## config.mk

```make
export PLATFORM = sky130hd
export DESIGN_NAME = mem_ctrl
export DESIGN_NICKNAME = d
export VERILOG_FILES = /design/src/rtl/mem_pkg.sv /design/src/rtl/addr_gen.sv /design/src/rtl/mem_ctrl.sv
export SDC_FILE = /design/constraint.sdc
export NUM_CORES = 1
export LEC_CHECK = 0
export BUFFER_PORTS_ARGS = -buffer_cell sky130_fd_sc_hd__buf_4
export CAP_MARGIN = 0
export CELL_PAD_IN_SITES_DETAIL_PLACEMENT = 2
export CELL_PAD_IN_SITES_GLOBAL_PLACEMENT = 2
export CORE_MARGIN = 5
export CORE_UTILIZATION = 30
export DETAILED_ROUTE_END_ITERATION = 10
export MAX_ROUTING_LAYER = met4
export PLACE_DENSITY = 0.77
export SLEW_MARGIN = 40
export SYNTH_ARGS = -nofsm -noshare
export SYNTH_HDL_FRONTEND = slang
export SYNTH_SLANG_ARGS = --single-unit
```

## constraint.sdc

```tcl
create_clock -name clk -period 3.5 [get_ports clk]
set_input_delay 0.175 -clock clk [delete_from_list [all_inputs] [get_ports clk]]
set_output_delay 0.175 -clock clk [all_outputs]
set_load 0.005 [all_outputs]
```

## src/rtl/mem_pkg.sv

```systemverilog
// Shared types, default widths and helpers for the memory controller.
package mem_pkg;
    localparam int DEF_ADDR_W = 12;
    localparam int DEF_DATA_W = 12;
    localparam int DEF_LEN_W  = 3;
    localparam int DEF_COUNT  = 4096;

    typedef enum logic [1:0] {
        IDLE,
        WR,
        RD,
        RD_DRAIN
    } state_t;

    typedef struct packed {
        logic                  we;
        logic [DEF_ADDR_W-1:0] addr;
        logic [DEF_LEN_W-1:0]  len;
    } req_t;

    function automatic logic addr_in_range(input logic [DEF_ADDR_W-1:0] a, input int count);
        return int'(a) < count;
    endfunction
endpackage

```

## src/rtl/addr_gen.sv

```systemverilog
// Wrapping beat address counter with load, increment and last-beat detect,
// shared by the write and read paths of mem_ctrl.
module addr_gen
    import mem_pkg::*;
#(
    parameter int ADDR_W = DEF_ADDR_W,
    parameter int LEN_W  = DEF_LEN_W,
    parameter int COUNT  = DEF_COUNT
) (
    input  logic              clk,
    input  logic              rst,
    input  logic              i_load,
    input  logic              i_step,
    input  logic [ADDR_W-1:0] i_start,
    input  logic [LEN_W-1:0]  i_len,
    output logic [ADDR_W-1:0] o_cur,
    output logic              o_last
);
    localparam int                CNT_W     = LEN_W + 1;
    localparam logic [ADDR_W-1:0] LAST_ADDR = ADDR_W'(COUNT - 1);

    logic [ADDR_W-1:0] r_cur;
    logic [CNT_W-1:0]  r_left;
    logic [ADDR_W-1:0] w_base;
    logic [CNT_W-1:0]  w_left;

    function automatic logic [ADDR_W-1:0] wrap_inc(input logic [ADDR_W-1:0] a);
        return (a == LAST_ADDR) ? '0 : a + 1'b1;
    endfunction

    // Load and step together issue the first beat in the same cycle.
    assign w_base = i_load ? i_start : r_cur;
    assign w_left = i_load ? (CNT_W'(i_len) + CNT_W'(1)) : r_left;

    // NOTE: flops use non-blocking <= so every register samples pre-edge values.
    always_ff @(posedge clk or posedge rst) begin
        if (rst) begin
            r_cur  <= '0;
            r_left <= '0;
        end else if (i_load || i_step) begin
            r_cur  <= i_step ? wrap_inc(w_base) : w_base;
            r_left <= i_step ? (w_left - 1'b1) : w_left;
        end
    end

    assign o_cur  = r_cur;
    assign o_last = (r_left == CNT_W'(1));
endmodule

```

## src/rtl/mem_ctrl.sv

```systemverilog
// Initiator-side burst controller: turns core load/store requests into
// single-port synchronous memory cycles with 1-cycle read latency.
module mem_ctrl
    import mem_pkg::*;
#(
    parameter int ADDR_W = DEF_ADDR_W,
    parameter int DATA_W = DEF_DATA_W,
    parameter int COUNT  = DEF_COUNT,
    parameter int LEN_W  = DEF_LEN_W
) (
    input  logic              clk,
    input  logic              rst,
    input  logic              req_valid,
    output logic              req_ready,
    input  logic              req_we,
    input  logic [ADDR_W-1:0] req_addr,
    input  logic [LEN_W-1:0]  req_len,
    input  logic              wdata_valid,
    output logic              wdata_ready,
    input  logic [DATA_W-1:0] wdata,
    output logic              rdata_valid,
    output logic [DATA_W-1:0] rdata,
    output logic              rdata_last,
    output logic              busy,
    output logic              err,
    output logic [ADDR_W-1:0] mem_addr,
    output logic              mem_we,
    output logic [DATA_W-1:0] mem_wdata,
    input  logic [DATA_W-1:0] mem_rdata
);
    state_t            r_state;
    state_t            w_next;
    req_t              w_req;
    logic              r_ready_en;
    logic              r_rd_pend;
    logic              r_rd_pend_last;
    logic              r_rdata_valid;
    logic              r_rdata_last;
    logic              r_err;
    logic              r_mem_we;
    logic [ADDR_W-1:0] r_mem_addr;
    logic [DATA_W-1:0] r_mem_wdata;
    logic              w_load;
    logic              w_step;
    logic              w_issue_rd;
    logic              w_issue_wr;
    logic              w_reject;
    logic              w_last;
    logic              w_gen_last;
    logic [ADDR_W-1:0] w_cur;
    logic [ADDR_W-1:0] w_issue_addr;

    assign w_req = '{we: req_we, addr: req_addr, len: req_len};

    addr_gen #(
        .ADDR_W(ADDR_W),
        .LEN_W (LEN_W),
        .COUNT (COUNT)
    ) u_addr_gen (
        .clk    (clk),
        .rst    (rst),
        .i_load (w_load),
        .i_step (w_step),
        .i_start(w_req.addr),
        .i_len  (w_req.len),
        .o_cur  (w_cur),
        .o_last (w_gen_last)
    );

    // In IDLE the first read beat is issued straight from the request.
    assign w_last       = (r_state == IDLE) ? (w_req.len == '0) : w_gen_last;
    assign w_issue_addr = (r_state == IDLE) ? w_req.addr : w_cur;

    // NOTE: every comb output gets a default first so no latch is inferred.
    always_comb begin
        w_next     = r_state;
        w_load     = 1'b0;
        w_step     = 1'b0;
        w_issue_rd = 1'b0;
        w_issue_wr = 1'b0;
        w_reject   = 1'b0;
        case (r_state)
            IDLE: begin
                if (req_valid && r_ready_en) begin
                    if (!addr_in_range(w_req.addr, COUNT)) begin
                        w_reject = 1'b1;
                    end else begin
                        w_load = 1'b1;
                        if (w_req.we) begin
                            w_next = WR;
                        end else begin
                            w_step     = 1'b1;
                            w_issue_rd = 1'b1;
                            w_next     = w_last ? RD_DRAIN : RD;
                        end
                    end
                end
            end
            WR: begin
                if (wdata_valid) begin
                    w_step     = 1'b1;
                    w_issue_wr = 1'b1;
                    if (w_last) w_next = IDLE;
                end
            end
            RD: begin
                w_step     = 1'b1;
                w_issue_rd = 1'b1;
                if (w_last) w_next = RD_DRAIN;
            end
            RD_DRAIN: w_next = IDLE;
            default:  w_next = IDLE;
        endcase
    end

    always_ff @(posedge clk or posedge rst) begin
        if (rst) begin
            r_state        <= IDLE;
            r_ready_en     <= 1'b0;
            r_mem_we       <= 1'b0;
            r_mem_addr     <= '0;
            r_mem_wdata    <= '0;
            r_rd_pend      <= 1'b0;
            r_rd_pend_last <= 1'b0;
            r_rdata_valid  <= 1'b0;
            r_rdata_last   <= 1'b0;
            r_err          <= 1'b0;
        end else begin
            r_state    <= w_next;
            r_ready_en <= 1'b1;
            r_mem_we   <= w_issue_wr;
            if (w_issue_wr || w_issue_rd) r_mem_addr <= w_issue_addr;
            if (w_issue_wr) r_mem_wdata <= wdata;
            // Read data appears one cycle after its address; valid tracks that delay.
            r_rd_pend      <= w_issue_rd;
            r_rd_pend_last <= w_issue_rd && w_last;
            r_rdata_valid  <= r_rd_pend;
            r_rdata_last   <= r_rd_pend_last;
            r_err          <= w_reject;
        end
    end

    assign req_ready   = r_ready_en && (r_state == IDLE);
    assign wdata_ready = (r_state == WR);
    assign busy        = (r_state != IDLE);
    assign err         = r_err;
    assign mem_addr    = r_mem_addr;
    assign mem_we      = r_mem_we;
    assign mem_wdata   = r_mem_wdata;
    assign rdata       = mem_rdata;
    assign rdata_valid = r_rdata_valid;
    assign rdata_last  = r_rdata_last;
endmodule
```

# Word level (Yosys, flattened, before mapping)
# Index checks and enable logic that the tools add are counted.
# W data, S select, Z words.
# classes
reduce_logical,9
n_eq_ne,9
addsub,3
mux,22
# ops
op,count
$mux W12,4
$add A12 B1 Y12 const B,1
$eq A12 B12 Y1 const B,1
$mux W2,5
$mux W1,8
$mux W4,2
$pmux W2 S4,1
$add A3 B1 Y4 const B,1
$eq A2 B2 Y1 const B,2
$eq A4 B1 Y1 const B,1
$ne A2 B1 Y1 const B,2
$ne A2 B2 Y1 const B,2
$reduce_and A4 Y1,1
$sub A4 B1 Y4 const B,1
$logic_and A1 B1 Y1,3
$logic_not A3 Y1,1
$pmux W1 S3,1
$eq A2 B1 Y1 const B,1
$logic_not A2 Y1,1
$logic_or A1 B1 Y1,2
$pmux W1 S2,1
$reduce_bool A2 Y1,1
# word_totals
reg_bits,48
output_inout_bits,43
elab_cells,54
inputBits,44

# Longest topological paths before layout
# Gate-level depths: netlist of run 1.
# depth
depth_word,7
ltp_mapped,14
ltp_nobuf,10

# By module
# From an unflattened synthesis of run 1, not the netlist that was laid out.
# unflattened
hier_cells,290
area_unflattened_um2,3056.7
# modules_own_cells
module,n_inst,cells_each,seq_area_each_um2,area_per_inst_um2
mem_ctrl,1,167,800.8,1849.3
addr_gen,1,123,400.4,1207.4

# Worst setup path after synthesis of run 1
# No wires, ideal clock.
# synth_timing
kind,reg2reg
start,register r_state[0]
end,"register u_addr_gen.r_cur[3], in the netlist u_addr_gen.o_cur[3]"
stages_incl_launch_ff,15
setup_ns,0.125
path_slack_ns,0.938
synth_period_minus_slack_ns,2.562
path_buffers,4
arrival_ns,2.437
required_time_ns,3.375
cell_sequence,dfrtp_1 buf_6 nand4bb_1 buf_2 buf_2 buf_2 nand2_1 nand2_1 ha_1 nand3_1 nor3_1 o22a_2 nand2_1 a41oi_1 nand2_1
# synth_between
elab_chain_len,6
word_cells_on_any_way,11
cone_classes,add/sub (1); eq/ne (3); mux (5); reduce/logical (2)
# synth_lines
item,line_no,source
start: declaration,mem_ctrl.sv:31,state_t r_state;
start signal: assignment,mem_ctrl.sv:129,r_state <= w_next;
$logic_not A2 Y1,mem_ctrl.sv:82,case (r_state)
$mux W1,mem_ctrl.sv:82,
$mux W12,addr_gen.sv:32,assign w_base = i_load ? i_start : r_cur;
$add A12 B1 Y12 or $eq A12 B12 Y1 (tied branches),addr_gen.sv:28,return (a == LAST_ADDR) ? '0 : a + 1'b1;
$mux W12,addr_gen.sv:28,
$mux W12,addr_gen.sv:41,r_cur <= i_step ? wrap_inc(w_base) : w_base;
end signal: assignment,addr_gen.sv:41,
end: declaration,addr_gen.sv:22,logic [ADDR_W-1:0] r_cur;
# Parallel ways exist; a longest one is shown, timed or not.
# A chain may end at the register's enable or synchronous reset.

# Final worst setup path of run 1
# Same ends and word-level chain as after synthesis.

==> results of run 1 <==
==> per-stage QoR <==
step	total power [mW]	setup WS [ns]	hold WS [ns]
after detailed placement	2.20	0.851	0.319
after CTS	2.58	0.813	0.0497
after global routing	2.76	0.606	0.0504
after global placement	2.14	1.03	0.332
final	2.53	0.824	0.0542
after floorplan	1.68	0.938	0.280
==> what timing repair did <==
action                                 4_1_cts  5_1_grt
hold buffers                                 1        0
endpoints found under the hold margin       48        0
gates resized for setup                      0        0
==> sequential cells by signal (all words and copies together), names as in the netlist <==
name               cells
mem_addr              12
mem_wdata             12
mem_we                 1
r_rd_pend              1
r_rd_pend_last         1
r_ready_en             1
r_state                2
rdata_last             1
rdata_valid            1
u_addr_gen.o_cur      12
u_addr_gen.r_left      4
==> tightest hold or removal path, stage by stage <==
cell and delay, ns:
buf_4 0.08, nand2_1 0.04, nand2_1 0.04
==> worst paths after layout <==
kind	startpoint	endpoint	slack [ns]
worst max register to register	r_state[0]	u_addr_gen.o_cur[3]	0.82
worst min register to register	r_rd_pend	rdata_valid	0.36
min in group asynchronous	rst	mem_addr[0]	0.51
worst min-delay path	wdata[8]	mem_wdata[8]	0.05
worst max-delay path	r_state[0]	u_addr_gen.o_cur[3]	0.82
max in group asynchronous	rst	mem_addr[5]	2.58
==> layer usage <==
layer,routed length [um],GRT usage
met1,3580,0.196
met2,4290,0.275
met3,274,0.0273
met4,184,0.0546
met5,0,-
==> cell type report <==
cell class	instances	share of cell area
clock inverter	2	0.00414
inverter	7	0.00865
timing repair buffer	67	0.152
clock buffer	6	0.0248
sequential	48	0.361
multi-input combinational	226	0.408
tap	111	0.0417
==> logic make-up after synthesis <==
| kind of cell | count (synthesis) | share of synthesized area |
|---|---|---|
| AOI/OAI and AO/OA | 51 | 0.133 |
| xor gates and xnor gates | 12 | 0.0381 |
| adders and majority gates | 4 | 0.0181 |
| buffers and inverters | 33 | 0.0734 |
| DFF | 48 | 0.435 |
| muxes | 15 | 0.0571 |
| other | 2 | 0.00272 |
| and+or+nand+nor | 142 | 0.243 |
==> power by group through the flow <==
stage	clock network, mW	registers [mW]	logic (mW)
floorplan	0	0.966	0.717
global placement	0	1.01	1.14
detailed placement	0	1.03	1.18
CTS	0.376	1.02	1.18
global route	0.401	1.05	1.31
finish	0.362	1.01	1.15
==> layout by cell type (no fill, tap or decap), drive strengths merged, types with 3 or more instances in the layout <==
cell / instances
o21ai: 12
ha: 4
mux2: 3
o21a: 3
and2: 3
inv: 8
xnor2: 10
buf: 66
mux2i: 12
nor2: 27
nor3: 11
a21oi: 18
nand4: 8
nand2: 66
and3: 3
clkbuf: 6
dfrtp: 48
nand3: 13
o311ai: 3
==> key figures, run 1 <==
Critical path
  – CP startpoint kind: flip-flop
  – CP Data Required Time: 3.69 ns
  – WP data arrival: 2.87 ns
  – Buf/Inv on CP: 0
  – Crit-path max FO: 10
  – CP Capture Type: flip-flop
  – Max stage delay on crit path: 0.58 ns
  – Crit path depth: 10
  – WS Path Type: flip-flop to flip-flop
  – Worst R2R Path Depth: 10
  – Crit-path leading delay family: simple AND/OR/NAND/NOR gates
  – CP cell instances: nand4bb_1 -> nand2_1 -> nand2_1 -> ha_1 -> nand3_1 -> nor3_1 -> o22a_2 -> nand2_1 -> a41oi_1 -> nand2_1
  – Crit-path most repeated cell: nand2_1
  – Slowest CP cell: dfrtp_1

STA
  – Slew Limit Fails: 0
  – Max frequency: 374 MHz
  – Setup violators final: 0
  – Clock skew: 0.00464 ns
  – Setup TNS: 0 ns
  – Final period util: 0.765
  – Final Hold Viols: 0
  – Worst-Margin Slew: 0.665 ns
  – Minimum clock period: 2.68 ns
  – Max_slew headroom: 0.556
  – RSZ-0062 raised after global routing: no

Logic synthesis
  – Mean Syn Cell Area: 8.99 sq um
  – Post-synth net total: 355
  – Top cell type's share of synthesized area: 0.435
  – Post-Syn Area: 2760 sq um
  – Synth top cells by count: 66 x nand2_1, 48 x dfrtp_1, 27 x nor2_1
  – Synth warn: 0
  – Synth Flop Type: dfrtp_1
  – Largest area contributor in the netlist: dfrtp_1
  – Syn Inst Count: 307
  – Sequential-to-total area share from yosys stat: 0.435
  – Synth cell types: 53
  – Synth async-reset ratio: 1.00
  – EDFF count, synth: 0
  – Most frequent cell after synthesis: nand2_1
  – #FFs+latches synth: 48
  – Area contributors post-synth: dfrtp_1 43%, nand2_1 9.0%, mux2i_1 4.3%

Worst hold path
  – Hold Path Class: input port to flip-flop
  – Worst hold path depth: 3

Floorplanning
  – Die width: 106 um
  – Initial Utilization: 0.303
  – # rows: 35
  – Die area: 11200 sq um
  – CORE AREA: 9110 sq um
  – # IOs: 87
  – Die Y: 106 um

Pwr
  – Peak supply drop: 213 uV
  – Switching Share: 0.404
  – Combinational power share: 0.457
  – Clock power frac: 0.143
  – Static Leakage: 1.52 nW
  – Power Dens Cells: 760 nW/um^2
  – Flop pwr share: 0.400
  – Internal: 1.51 mW
  – Psw: 1.02 mW

Final layout
  – Non-Filler Instances: 467
  – Final core utilization: 0.365
  – Storage element area: 1200 sq um
  – Nets: 403
  – Design area: 3330 sq um
  – Layout area overhead: 20.5%
  – Total inserted antenna cells: 0
  – # fillers: 1046
  – Area of the multi-input gates: 1360 sq um
  – Layout cells sized above 1: 0.244

Global route
  – First-pass GRT wire length: 14200 um
  – Initial antenna violation count: 0
  – Overflow after GRT: 0
  – Largest net degree at the start of global routing: 49
  – Gr usage total: 0.162
  – Vias in the first global route: 2760

Clock network
  – Clock Path Buffers: 2
  – Post-CTS setup repair buffer count: 0
  – Clk sink count: 48
  – Clock Root Buffer: clkbuf_8
  – Num CTS Buffers: 5
  – CTS tree: yes
  – # H-tree levels: 2
  – Clock latency on the worst-skew pair: 0.31 ns
  – Clk slew on worst S/H paths: 0.09 ns

Detailed routing
  – DR vias: 2403
  – 1st-iter DRT viols: 72
  – Wirelength, routed: 8330 um
  – WL per Instance: 17.8 um
  – First drt pass iteration count: 4
  – Final ANT Viol Nets: 0
  – Via/cell ratio: 5.15
  – Residual DRC: 0

Place
  – Port bufs: 61
  – DP Area: 3220 sq um
  – Dpl cells: 458
  – GP Congestion: 0.838
  – HPWL Detailed: 6340 um

Job
  – Max Cap Viol: 0

Status
  – Status: finished clean
(Power assumes the default switching activity.)
==> run 2, diff against run 1 <==
--- a/config.mk
+++ b/config.mk
@@ -10,10 +10,10 @@
 export CELL_PAD_IN_SITES_DETAIL_PLACEMENT = 2
 export CELL_PAD_IN_SITES_GLOBAL_PLACEMENT = 2
 export CORE_MARGIN = 5
-export CORE_UTILIZATION = 30
+export CORE_UTILIZATION = 27
 export DETAILED_ROUTE_END_ITERATION = 10
 export MAX_ROUTING_LAYER = met4
-export PLACE_DENSITY = 0.77
+export PLACE_DENSITY = 0.73
 export SLEW_MARGIN = 40
 export SYNTH_ARGS = -nofsm -noshare
 export SYNTH_HDL_FRONTEND = slang
==> constraint.sdc (replaced) <==
create_clock -name clk -period 2.2 [get_ports clk]
set_input_delay 0.11 -clock clk [delete_from_list [all_inputs] [get_ports clk]]
set_output_delay 0.11 -clock clk [all_outputs]
set_load 0.005 [all_outputs]
==> key figures, run 2 (synthesized netlist as in run 1, its figures left out) <==
Status
  – Status: finished, violations left
  – Failing checks: negative setup slack

Job
  – Max Cap Viol: 0 (unchanged)

STA
  – Max_slew headroom: 0.609 (+0.0532)
  – Minimum clock period: 2.23 ns (-0.448 ns)
  – RSZ-0062 raised after global routing: yes
  – Hold_ws: 0.0609 ns (+0.00662 ns)
  – Max frequency: 449 MHz (+20%)
  – Setup violators final: 2 (+2)
  – Clock skew: 0.0160 ns (+0.0113 ns)
  – Final Hold Viols: 0 (unchanged)
  – Slew Limit Fails: 0 (unchanged)
  – Final period util: 1.01 (+0.248)
  – Worst-Margin Slew: 0.586 ns (-0.0791 ns)
  – Setup slack after layout: -0.0277 ns (-0.852 ns)

Floorplanning
  – Die width: 111 um (+4.9%)
  – # IOs: 87 (unchanged)
  – Die area: 12300 sq um (+10%)
  – Die Y: 111 um (+4.9%)
  – CORE AREA: 10100 sq um (+11%)
  – Initial Utilization: 0.272 (-0.0308)
  – # rows: 37 (+5.7%)

Place
  – DP Area: 3420 sq um (+6.0%)
  – Post-place setup slack: -0.00695 ns (-0.858 ns)
  – HPWL Detailed: 7000 um (+10%)
  – GP Congestion: 0.799 (-4.6%)
  – Port bufs: 61 (unchanged)

Critical path
  – CP Capture Type: flip-flop
  – Worst R2R Path Depth: 10 (unchanged)
  – R2R Path End: u_addr_gen.o_cur[7]
  – Critical path origin: r_state[0]
  – CP Data Required Time: 2.36 ns (-1.33 ns)
  – WS Path Type: flip-flop to flip-flop
  – Worst Setup EP: u_addr_gen.o_cur[7]
  – WP data arrival: 2.39 ns (-0.48 ns)
  – Worst r2r src: r_state[0]
  – CP startpoint kind: flip-flop
  – Reg2Reg Setup Slack: -0.03 ns (-0.85 ns)
  – Crit-path max FO: 6 (-4)

Clock network
  – CTS tree: yes
  – Clock Root Buffer: clkbuf_8
  – Clock Path Buffers: 2 (unchanged)
  – Clock latency on the worst-skew pair: 0.31 ns (about the same)
  – Num CTS Buffers: 5 (unchanged)
  – Clk slew on worst S/H paths: 0.10 ns (about the same)
  – # H-tree levels: 2 (unchanged)
  – Clk sink count: 48 (unchanged)

Worst hold path
  – Hold Path Class: input port to flip-flop
  – Min-delay src: req_we

Detailed routing
  – Via/cell ratio: 4.96 (-3.6%)
  – WL per Instance: 18.3 um (+2.4%)
  – DR vias: 2604 (+8.4%)
  – Final ANT Viol Nets: 0 (unchanged)
  – First drt pass iteration count: 4 (unchanged)
  – Wirelength, routed: 9590 um (+15%)
  – Residual DRC: 0 (unchanged)
  – 1st-iter DRT viols: 89 (+24%)

Final layout
  – Final core utilization: 0.374 (+0.00880)
  – Nets: 436 (+8.2%)
  – Commonest non-fill, non-tap cell in the layout: buf_4
  – # fillers: 1130 (+8.0%)
  – Commonest non-fill, non-tap cells in the layout: 84 x buf_4, 63 x nand2_1, 48 x dfrtp_1
  – Layout area overhead: 37.4%
  – Layout cells sized above 1: 0.314 (+0.0692)
  – Design area: 3790 sq um (+14%)
  – Total inserted antenna cells: 0 (unchanged)

Pwr
  – Peak supply drop: 369 uV (+73%)
  – Tot Pwr: 4.53 mW (+79%)
  – Static Leakage: 1.71 nW (+13%)
  – Power Dens Cells: 1190 nW/um^2 (+57%)

Global route
  – Largest net degree at the start of global routing: 26 (-47%)
  – First-pass GRT wire length: 15400 um (+8.9%)
  – Vias in the first global route: 2869 (+3.9%)
  – Gr usage total: 0.156 (-0.00550)
  – Overflow after GRT: 0 (unchanged)
  – Initial antenna violation count: 0 (unchanged)
-- run 2: cell count changes in the layout (fill, tap and decap cells not counted), sizes merged --
| cell | previous run | this run |
|---|---|---|
| buf | 66 | 87 |
| bufinv | 0 | 2 |
| clkbuf | 6 | 5 |
| clkinv | 1 | 0 |
| dlygate4sd3 | 1 | 13 |
-- run 2: what timing repair did --
| item | in CTS | in global routing |
|---|---|---|
| hold buffers | 12 | 1 |
| hold endpoints to repair | 35 | 1 |
| setup buffers | 0 | 9 |
| resized for setup | 2 | 8 |
| setup endpoints to repair | 4 | 11 |
| pin swaps | 1 | 8 |
-- run 2: area by class of cell --
cell class / count / area, sq um / share of cell area
multi-input combinational: 226 / 1460 / 0.384
sequential: 48 / 1200 / 0.317
timing repair buffer: 100 / 803 / 0.212
tap: 136 / 170 / 0.0449
clock buffer: 5 / 68.8 / 0.0181
clock inverter: 3 / 68.8 / 0.0181
inverter: 7 / 26.3 / 0.00693
-- run 2: worst max-delay path: stages, from the launching register on --
cell and delay [ns]:
dfrtp_1 0.43, nor4bb_4 0.44, nand2_1 0.13, nand2_2 0.12
ha_4 0.18, nand3_2 0.08, nor3_2 0.13, o22a_2 0.25
nand2_4 0.10, nand4_1 0.10, o311ai_1 0.11
-- run 2: how the worst min path moves through the flow --
stage / to / slack (ns) / cells past startpoint
floorplan: mem_wdata[0] / 0.22 / 2
global placement: mem_wdata[6] / 0.22 / 2
detailed placement: mem_wdata[6] / 0.22 / 2
CTS: mem_wdata[8] / 0.002 / 3
global route: r_rd_pend / 0.04 / 2
finish: r_rd_pend / 0.06 / 2
-- run 2: metal layers --
| metal | wire length [um] | share of wire | track usage |
|---|---|---|---|
| met1 | 4100 | 0.43 | 0.182 |
| met2 | 4990 | 0.52 | 0.277 |
| met3 | 391 | 0.041 | 0.0333 |
| met4 | 112 | 0.012 | 0.0381 |
| met5 | 0 | 0 | - |
-- run 2: stage by stage --
| step | setup TNS (ns) | cells |
|---|---|---|
| after floorplan | -0.104 | 307 |
| after global placement | 0 | 495 |
| after detailed placement | -0.00695 | 495 |
| after CTS | -0.0633 | 515 |
| after global routing | -1.34 | 525 |
| final | -0.0304 | 525 |
-- run 2: where the power goes --
part | leakage (nW) | switching, mW | internal [mW]
sequential | 0.578 | 0.338 | 1.27
clock | 0.0687 | 0.332 | 0.458
combinational | 1.07 | 1.09 | 1.04
==> run 3, diff against run 2 <==
--- a/config.mk
+++ b/config.mk
@@ -11,6 +11,7 @@
 export CELL_PAD_IN_SITES_GLOBAL_PLACEMENT = 2
 export CORE_MARGIN = 5
 export CORE_UTILIZATION = 27
+export CTS_BUF_LIST = sky130_fd_sc_hd__clkbuf_16
 export DETAILED_ROUTE_END_ITERATION = 10
 export MAX_ROUTING_LAYER = met4
 export PLACE_DENSITY = 0.73
==> key figures, run 3 (synthesized netlist as in run 1, its figures left out) <==
Status
  – Status: finished clean

Clock network
  – Clock Path Buffers: 2 (unchanged)
  – CTS tree: yes
  – # H-tree levels: 2 (unchanged)
  – Clock latency on the worst-skew pair: 0.29 ns (-0.02 ns)
  – Clock Root Buffer: clkbuf_16
  – Num CTS Buffers: 5 (unchanged)
  – Clk slew on worst S/H paths: 0.07 ns (-0.03 ns)
  – Clk sink count: 48 (unchanged)

Detailed routing
  – 1st-iter DRT viols: 84 (-5.6%)
  – First drt pass iteration count: 4 (unchanged)
  – Via/cell ratio: 5.00 (+0.77%)
  – WL per Instance: 18.6 um (+1.8%)
  – DR vias: 2559 (-1.7%)
  – Final ANT Viol Nets: 0 (unchanged)
  – Wirelength, routed: 9530 um (-0.69%)
  – Residual DRC: 0 (unchanged)

Critical path
  – WS Path Type: flip-flop to flip-flop
  – CP Data Required Time: 2.38 ns (+0.02 ns)
  – Crit-path max FO: 9 (+3)
  – CP Capture Type: flip-flop
  – CP startpoint kind: flip-flop
  – WP data arrival: 2.36 ns (-0.03 ns)

Pwr
  – Peak supply drop: 408 uV (+10%)
  – Tot Pwr: 4.74 mW (+4.6%)
  – Static Leakage: 1.69 nW (-1.3%)
  – Power Dens Cells: 1270 nW/um^2 (+6.5%)

Job
  – Max Cap Viol: 0 (unchanged)

Place
  – HPWL Detailed: 7000 um (unchanged)
  – GP Congestion: 0.799 (unchanged)
  – Port bufs: 61 (unchanged)

Final layout
  – Storage element area: 1200 sq um (unchanged)
  – Layout cells sized above 1: 0.322 (+0.00818)
  – Commonest non-fill, non-tap cell in the layout: buf_4
  – Final core utilization: 0.367 (-0.00679)
  – Commonest non-fill, non-tap cells in the layout: 83 x buf_4, 63 x nand2_1, 48 x dfrtp_1
  – Nets: 423 (-3.0%)
  – # fillers: 1133 (+0.27%)
  – Total inserted antenna cells: 0 (unchanged)
  – Layout area overhead: 34.9%
  – Area of the multi-input gates: 1460 sq um (+0.17%)

Worst hold path
  – Hold Path Class: input port to flip-flop

Floorplanning
  – CORE AREA: 10100 sq um (unchanged)
  – Die width: 111 um (unchanged)
  – # rows: 37 (unchanged)
  – Initial Utilization: 0.272 (unchanged)
  – Die Y: 111 um (unchanged)
  – Die area: 12300 sq um (unchanged)
  – # IOs: 87 (unchanged)

Global route
  – First-pass GRT wire length: 15500 um (+0.40%)
  – Gr usage total: 0.158 (+0.00120)
  – Largest net degree at the start of global routing: 26 (unchanged)
  – Initial antenna violation count: 0 (unchanged)
  – Overflow after GRT: 0 (unchanged)
  – Vias in the first global route: 2872 (+0.10%)

STA
  – Slew Limit Fails: 0 (unchanged)
  – Clock skew: 0.00687 ns (-0.00910 ns)
  – Minimum clock period: 2.18 ns (-0.0499 ns)
  – Setup violators final: 0 (-2)
  – Final period util: 0.990 (-0.0227)
  – Max_slew headroom: 0.606 (-0.00276)
  – Final Hold Viols: 0 (unchanged)
  – Worst-Margin Slew: 0.590 ns (+0.00414 ns)
  – Max frequency: 459 MHz (+2.3%)
  – Setup TNS: 0 ns (+0.0304 ns)
  – RSZ-0062 raised after global routing: yes
[run 3: power by group]
| group | total, mW | internal (mW) | switching (mW) |
|---|---|---|---|
| clock network | 1.01 | 0.656 | 0.359 |
| logic | 2.11 | 1.02 | 1.09 |
| registers | 1.61 | 1.27 | 0.342 |
| total | 4.74 | 2.95 | 1.79 |
[run 3: critical path: stages, from the launching register on]
cell,delay (ns)
dfrtp_1,0.42
buf_4,0.18
nand4bb_4,0.29
nand2_1,0.13
nand2_2,0.08
ha_4,0.19
nand3_2,0.07
nor3_2,0.04
o22a_2,0.29
a21oi_2,0.20
nand2_1,0.08
o311ai_1,0.08
[run 3: path summary, 6_finish.rpt]
check / from / end / slack, ns / depth (start not counted)
worst min-delay path: wdata[3] / mem_wdata[3] / 0.01 / 3
worst max register to register: r_state[0] / u_addr_gen.o_cur[7] / 0.02 / 11
worst max-delay path: r_state[0] / u_addr_gen.o_cur[7] / 0.02 / 11
min in group asynchronous: rst / mem_wdata[6] / 0.45 / 3
max in group asynchronous: rst / u_addr_gen.o_cur[7] / 1.21 / 4
worst min register to register: r_rd_pend_last / rdata_last / 0.35 / 0
[run 3: per-layer routing]
metal  global-route usage  part of all wire
met4               0.0397             0.018
met1                0.183              0.42
met3               0.0306             0.042
met5                    -                 0
met2                0.280              0.52
[run 3: stage by stage]
step	std cells	instance area (sq um)	hold WS (ns)	setup WS [ns]
floorplan	307	2850	0.215	-0.0474
global placement	495	3420	0.220	0.129
detailed placement	495	3420	0.220	-0.00695
CTS	508	3650	0.00755	0.00903
global route	512	3720	0.0211	-0.0680
finish	512	3720	0.0106	0.0222
[run 3: cell type report]
cell class	count	share of cell area
Clock inverter	3	0.0185
Sequential cell	48	0.322
Clock buffer	5	0.0336
Tap cell	136	0.0457
Inverter	7	0.00705
Multi-Input combinational cell	226	0.391
Timing Repair Buffer	87	0.181
[run 3: what timing repair did]
item / 4_1_cts / 5_1_grt
gates resized for setup: 1 / 10
setup endpoints to repair: 3 / 10
buffers inserted: 4 / 4
hold buffers: 1 / 0
hold endpoints to repair: 24 / 0
pin swaps: 3 / 6
